`config.mk`:
```
export PLATFORM = sky130hd
export DESIGN_NAME = systolic_matmul_nxn
export DESIGN_NICKNAME = d
export VERILOG_FILES = /design/src/rtl/systolic_matmul_nxn.sv
export SDC_FILE = /design/constraint.sdc
export NUM_CORES = 2
export LEC_CHECK = 0
export CAP_MARGIN = 30
export CORE_ASPECT_RATIO = 0.5
export CORE_MARGIN = 10
export CORE_UTILIZATION = 69
export DETAILED_ROUTE_END_ITERATION = 12
export PLACE_DENSITY = 0.88
export SLEW_MARGIN = 20
export SYNTH_ARGS = -nofsm -noshare
export SYNTH_HDL_FRONTEND = slang
export SYNTH_SLANG_ARGS = --single-unit
```
`constraint.sdc`:
```
create_clock -name clk -period 16.76 [get_ports clk]
set_input_delay 4.19 -clock clk [delete_from_list [all_inputs] [get_ports clk]]
set_output_delay 4.19 -clock clk [all_outputs]
set_load 0.05 [all_outputs]
```
`src/rtl/systolic_matmul_nxn.sv`:
```
// Output-stationary N x N systolic matrix multiplier with input skew, job FSM and row-serial readout.
// Optional macro SYSTOLIC_SIGNED_EN switches operands, products and results to two's complement.
module systolic_matmul_nxn #(
   parameter int N  = 3,
   parameter int DW = 8,
   parameter int K  = 3,
   parameter int AW = 2*DW + $clog2(K) + 1
) (
   input  logic            clk,
   input  logic            reset,
   input  logic            in_valid,
   output logic            in_ready,
   input  logic [N*DW-1:0] a_col,
   input  logic [N*DW-1:0] b_row,
   output logic            out_valid,
   input  logic            out_ready,
   output logic [N*AW-1:0] out_row,
   output logic            out_last,
   output logic            busy
);
   localparam int CW = $clog2(K + 1);
   localparam int FW = $clog2(2*N);
   localparam int RW = $clog2(N);
   localparam logic [CW-1:0] KLAST = CW'(K - 1);
   localparam logic [FW-1:0] FLAST = FW'(2*N - 2);
   localparam logic [RW-1:0] RLAST = RW'(N - 1);

   typedef enum logic [1:0] {IDLE, COMPUTE, FLUSH, DRAIN} state_t;

   state_t          state, state_nxt;
   logic [CW-1:0]   beat_cnt;
   logic [FW-1:0]   flush_cnt;
   logic [RW-1:0]   row;
   logic            accept, row_xfer;
   logic [DW-1:0]   a_inj [N];
   logic [DW-1:0]   b_inj [N];
   logic [DW-1:0]   a_skw [N];
   logic [DW-1:0]   b_skw [N];
   logic [DW-1:0]   sk_a  [N][N];
   logic [DW-1:0]   sk_b  [N][N];
   logic [DW-1:0]   a_q   [N][N];
   logic [DW-1:0]   b_q   [N][N];
   logic [DW-1:0]   a_in  [N][N];
   logic [DW-1:0]   b_in  [N][N];
   logic [AW-1:0]   acc   [N][N];

   function automatic logic [AW-1:0] mul_ext(input logic [DW-1:0] a, input logic [DW-1:0] b);
      logic [AW-1:0] ax, bx;
`ifdef SYSTOLIC_SIGNED_EN
      ax = {{(AW-DW){a[DW-1]}}, a};
      bx = {{(AW-DW){b[DW-1]}}, b};
`else
      ax = {{(AW-DW){1'b0}}, a};
      bx = {{(AW-DW){1'b0}}, b};
`endif
      // The low AW bits of the extended product are exact modulo 2^AW in both modes
      return ax * bx;
   endfunction

   assign in_ready  = (state == IDLE) || (state == COMPUTE);
   assign out_valid = (state == DRAIN);
   assign busy      = (state != IDLE);
   assign out_last  = out_valid && (row == RLAST);
   assign accept    = in_valid && in_ready;
   assign row_xfer  = out_valid && out_ready;

   // State register
   always_ff @(posedge clk) begin
      if (reset) state <= IDLE;
      else       state <= state_nxt;
   end

   // Next-state decode
   always_comb begin
      state_nxt = state;
      case (state)
         IDLE:    if (accept) state_nxt = (K == 1) ? FLUSH : COMPUTE;
                  else        state_nxt = IDLE;
         COMPUTE: if (accept && (beat_cnt == KLAST)) state_nxt = FLUSH;
                  else                               state_nxt = COMPUTE;
         FLUSH:   if (flush_cnt == FLAST) state_nxt = DRAIN;
                  else                    state_nxt = FLUSH;
         DRAIN:   if (row_xfer && (row == RLAST)) state_nxt = IDLE;
                  else                            state_nxt = DRAIN;
         default: state_nxt = IDLE;
      endcase
   end

   // Beat, flush and readout-row counters
   always_ff @(posedge clk) begin
      if (reset) begin
         beat_cnt  <= '0;
         flush_cnt <= '0;
         row       <= '0;
      end else begin
         case (state)
            IDLE: begin
               beat_cnt  <= accept ? CW'(1) : CW'(0);
               flush_cnt <= '0;
               row       <= '0;
            end
            COMPUTE: if (accept) beat_cnt <= beat_cnt + CW'(1);
            FLUSH:   flush_cnt <= flush_cnt + FW'(1);
            DRAIN:   if (row_xfer) row <= (row == RLAST) ? RW'(0) : row + RW'(1);
            default: row <= '0;
         endcase
      end
   end

   // Bubbles and non-accepting states inject zero operands
   always_comb begin
      for (int i = 0; i < N; i++) begin
         a_inj[i] = accept ? a_col[i*DW +: DW] : {DW{1'b0}};
         b_inj[i] = accept ? b_row[i*DW +: DW] : {DW{1'b0}};
      end
      a_skw[0] = a_inj[0];
      b_skw[0] = b_inj[0];
      for (int i = 1; i < N; i++) begin
         a_skw[i] = sk_a[i][i-1];
         b_skw[i] = sk_b[i][i-1];
      end
      for (int i = 0; i < N; i++) begin
         a_in[i][0] = a_skw[i];
         b_in[0][i] = b_skw[i];
         for (int j = 1; j < N; j++) begin
            a_in[i][j] = a_q[i][j-1];
            b_in[j][i] = b_q[j-1][i];
         end
      end
   end

   // Skew delay lines and inter-PE operand registers
   always_ff @(posedge clk) begin
      if (reset) begin
         for (int i = 0; i < N; i++) begin
            for (int j = 0; j < N; j++) begin
               sk_a[i][j] <= '0;
               sk_b[i][j] <= '0;
               a_q[i][j]  <= '0;
               b_q[i][j]  <= '0;
            end
         end
      end else begin
         for (int i = 0; i < N; i++) begin
            sk_a[i][0] <= a_inj[i];
            sk_b[i][0] <= b_inj[i];
            for (int d = 1; d < N; d++) begin
               sk_a[i][d] <= sk_a[i][d-1];
               sk_b[i][d] <= sk_b[i][d-1];
            end
            for (int j = 0; j < N; j++) begin
               a_q[i][j] <= a_in[i][j];
               b_q[i][j] <= b_in[i][j];
            end
         end
      end
   end

   // PE accumulators; IDLE restarts from zero so beat 0 lands in PE(0,0) on acceptance
   always_ff @(posedge clk) begin
      for (int i = 0; i < N; i++) begin
         for (int j = 0; j < N; j++) begin
            if (reset) begin
               acc[i][j] <= '0;
            end else begin
               case (state)
                  IDLE:          acc[i][j] <= mul_ext(a_in[i][j], b_in[i][j]);
                  COMPUTE,
                  FLUSH:         acc[i][j] <= acc[i][j] + mul_ext(a_in[i][j], b_in[i][j]);
                  DRAIN:         acc[i][j] <= acc[i][j];
                  default:       acc[i][j] <= '0;
               endcase
            end
         end
      end
   end

   // Result row mux
   always_comb begin
      out_row = '0;
      if (state == DRAIN) begin
         for (int j = 0; j < N; j++) out_row[j*AW +: AW] = acc[row][j];
      end else begin
         out_row = '0;
      end
   end
endmodule
```
==> impl_metrics.json <==
{
  "p_per_area_nw_per_um2": 53.7,
  "min_to": "sk_b[0][60]",
  "die_height_um": 185,
  "synthSimpleGateAreaFrac_pct": 18.7,
  "slew_headroom_pct": 35.0,
  "port_buffers": 112,
  "ys_types": 85,
  "ys_async_sr_fraction_pct": 0,
  "worstPathArrival_ns": 10.47,
  "cts_sinks": 326,
  "finalSetupTns_ns": 0,
  "cp-start-kind": "input port",
  "rsz0062_at_grt": "false",
  "synth_nets": 5018,
  "gp_congestion": 0.894,
  "final_nets": 5057,
  "synth_fa_ha_area_share_pct": 33.6,
  "end_kind": "flip-flop",
  "numCtsBuffers": 35,
  "die_area_um2": 64800,
  "min_path_cells": 1,
  "ys_ff_latch": 326,
  "drt_iter0_drc": 2440,
  "drive_above_1_share_pct": 2.99,
  "viasPerCell": 6.09,
  "wl_per_cell_um": 18.6,
  "ys.flop_type": "edfxtp_1",
  "leakage_nw": 19.7,
  "ir_drop_v": 0.0000563,
  "pre_cts_ws_ns": 6.12,
  "fin_ws_ns": 6.57,
  "rows": 60,
  "crit_type": "input port to flip-flop",
  "clk_pin_slew_ns": 0.07,
  "post_cts_resized": 0,
  "synth_mux_area_share_pct": 1.70,
  "drc": 0,
  "grt_pass1_wl_um": 151000,
  "drv_cap": 0,
  "max_slew.worst_pin.slew_ns": 0.975,
  "clk_path_buf_depth": 3,
  "hold_violations": 0,
  "antenna_left": 0,
  "fill_cells": 3552,
  "cts-root-buf": "clkbuf_16",
  "synth_xor_xnor_area_share_pct": 5.29,
  "wirelength_um": 91700,
  "vias": 30000,
  "status": "completed",
  "timing.rr.start": "state[1]",
  "yosysWarnings": 0,
  "dp_cells": 4868,
  "io_pins": 113,
  "syn_inst": 4155,
  "die_width_um": 350,
  "hp-start": "sk_b[0][68]",
  "fin_crit_ns": 10.19,
  "setup_viol_count_final": 0,
  "antenna_found_initial": 0,
  "holdCritPathClass": "flip-flop to flip-flop",
  "cts_tree": "built",
  "crit_fanout": 67,
  "clock_latency_ns": 0.55,
  "syn-cell-area_um2": 37600,
  "instances_no_fill": 4932,
  "gr-total-overflow": 0,
  "core_um2": 53800,
  "cts_hold_buf": 0,
  "fin_skew_ns": 0.0195,
  "synth_top_family_by_area": "adder cells",
  "synth.avg_cell_area_um2": 9.05,
  "max_clock_freq_ghz": 0.0981,
  "synth-seq-area-share_pct": 21.9,
  "fin_crit_sh_pct": 60.8,
  "grt_max_degree": 115,
  "start_util_pct": 69.9,
  "syn2layout_area_growth_pct": 7.70,
  "h-tree-depth": 2,
  "ff2ff_setup_slack_ns": 9.59,
  "synth_compound_gate_area_share_pct": 12.5,
  "diodes": 0,
  "first_pass_iters": 8,
  "cts_setup_buffers": 0,
  "maxSlewViolCount": 0,
  "hpwl_um": 69200,
  "ff2ff_path_depth": 27,
  "grtUsageTotal_pct": 28.1,
  "worst_r2r_endpoint": "acc[0][53]",
  "grt_pass1_vias": 30700,
  "critPathRequiredTime_ns": 17.04,
  "synth_edf_count": 171
}
## flip-flops by register name, summed over array words and instances, names as in the netlist, named ones only
name       count
b_q            8
beat_cnt       2
acc          171
state          2
row            2
flush_cnt      3
sk_b          64
a_q           16
sk_a          56
## critical path, cell delays in order
cell             delay (ns)
clkdlybuf4s50_1        0.56
and2_1                 0.16
buf_4                  0.42
nand3_1                0.18
fa_1                   0.54
fa_1                   0.54
inv_1                  0.05
fa_1                   0.47
inv_1                  0.05
fa_1                   0.47
inv_1                  0.04
ha_1                   0.33
nor3_1                 0.22
nor2_1                 0.07
a31oi_1                0.27
nor2b_1                0.08
o21a_1                 0.20
nor2_1                 0.16
xnor2_1                0.19
ha_1                   0.32
and3_1                 0.20
a211oi_1               0.40
mux2i_1                0.25
nand3_1                0.10
## kinds of logic (layout without fill, tap and decap cells)
kind of cell | count (synthesis) | after routing
buffers and inverters | 626 | 690
DFF | 326 | 326
AOI/OAI and AO/OA | 716 | 716
muxes | 64 | 64
and+or+nand+nor | 1385 | 1385
xor gates and xnor gates | 227 | 227
adders and majority gates | 811 | 811
## cell usage in the layout, fill, tap and decap left out, types with 71 or more instances in the layout
cell type,n
a21oi_1,156
and2_1,383
and3_1,71
clkdlybuf4s50_1,111
dfxtp_1,153
edfxtp_1,171
fa_1,333
ha_1,477
inv_1,503
nand2_1,473
nor2_1,150
nor2b_1,116
o21ai_0,222
xnor2_1,146
xor2_1,81
## layer usage
layer	vias up	part of all wire, %	global-route usage [%]
li1	14000	-	-
met1	14600	40	34.9
met2	1167	49	48.8
met3	284	6.2	3.15
met4	0	4.7	13.0
met5	-	0	0
## cell type report
cell class / count / area [um2] / area share, %
Clock buffer: 43 / 990 / 2.44
Clock inverter: 19 / 171 / 0.423
Inverter: 502 / 1880 / 4.65
Multi-Input combinational cell: 3203 / 27100 / 66.8
Sequential cell: 326 / 8250 / 20.4
Tap cell: 713 / 892 / 2.20
Timing Repair Buffer: 126 / 1260 / 3.12
## cell usage after synthesis, types with 20 or more instances
master / n / area, um2
a211oi_1: 20 / 150
a21o_1: 59 / 443
a21oi_1: 156 / 781
a22o_1: 50 / 438
a31oi_1: 27 / 169
and2_1: 383 / 2400
and3_1: 71 / 444
clkbuf_1: 108 / 405
dfxtp_1: 155 / 3100
edfxtp_1: 171 / 5130
fa_1: 333 / 6670
ha_1: 478 / 5980
inv_1: 502 / 1880
mux2i_1: 64 / 641
nand2_1: 473 / 1780
nand2b_1: 21 / 131
nand3_1: 38 / 190
nor2_1: 150 / 563
nor2b_1: 118 / 738
nor3_1: 62 / 310
o21a_1: 22 / 165
o21ai_0: 222 / 1110
o21bai_1: 25 / 188
xnor2_1: 146 / 1280
xor2_1: 81 / 709
## where the power goes
group | leakage, nW | switching (W) | internal [W] | total (W)
Clock | 0.579 | 0.000367 | 0.000456 | 0.000824
Sequential | 3.29 | 0.0000502 | 0.000884 | 0.000934
Combinational | 15.8 | 0.000252 | 0.000165 | 0.000417
Total | 19.7 | 0.000669 | 0.00151 | 0.00217
## worst max-delay path by stage
stage,cells past startpoint,end,start
floorplan,25,acc[0][56],in_valid
global placement,24,acc[0][53],in_valid
detailed placement,24,acc[0][53],in_valid
CTS,24,acc[0][53],in_valid
global route,25,acc[0][56],in_valid
finish,24,acc[0][53],in_valid
## stage by stage
| stage | util [%] | power (W) | cell area (um2) | hold slack, ns |
|---|---|---|---|---|
| after floorplan | - | 0.00123 | 37600 | 0.414 |
| after global placement | 73.0 | 0.00133 | 39300 | 0.418 |
| after detailed placement | 73.0 | 0.00136 | 39300 | 0.424 |
| after CTS | 75.2 | 0.00217 | 40500 | 0.441 |
| after global routing | 75.3 | 0.00225 | 40500 | 0.455 |
| final | 75.3 | 0.00217 | 40500 | 0.440 |
Note: power is estimated with default switching activity, not from simulation.
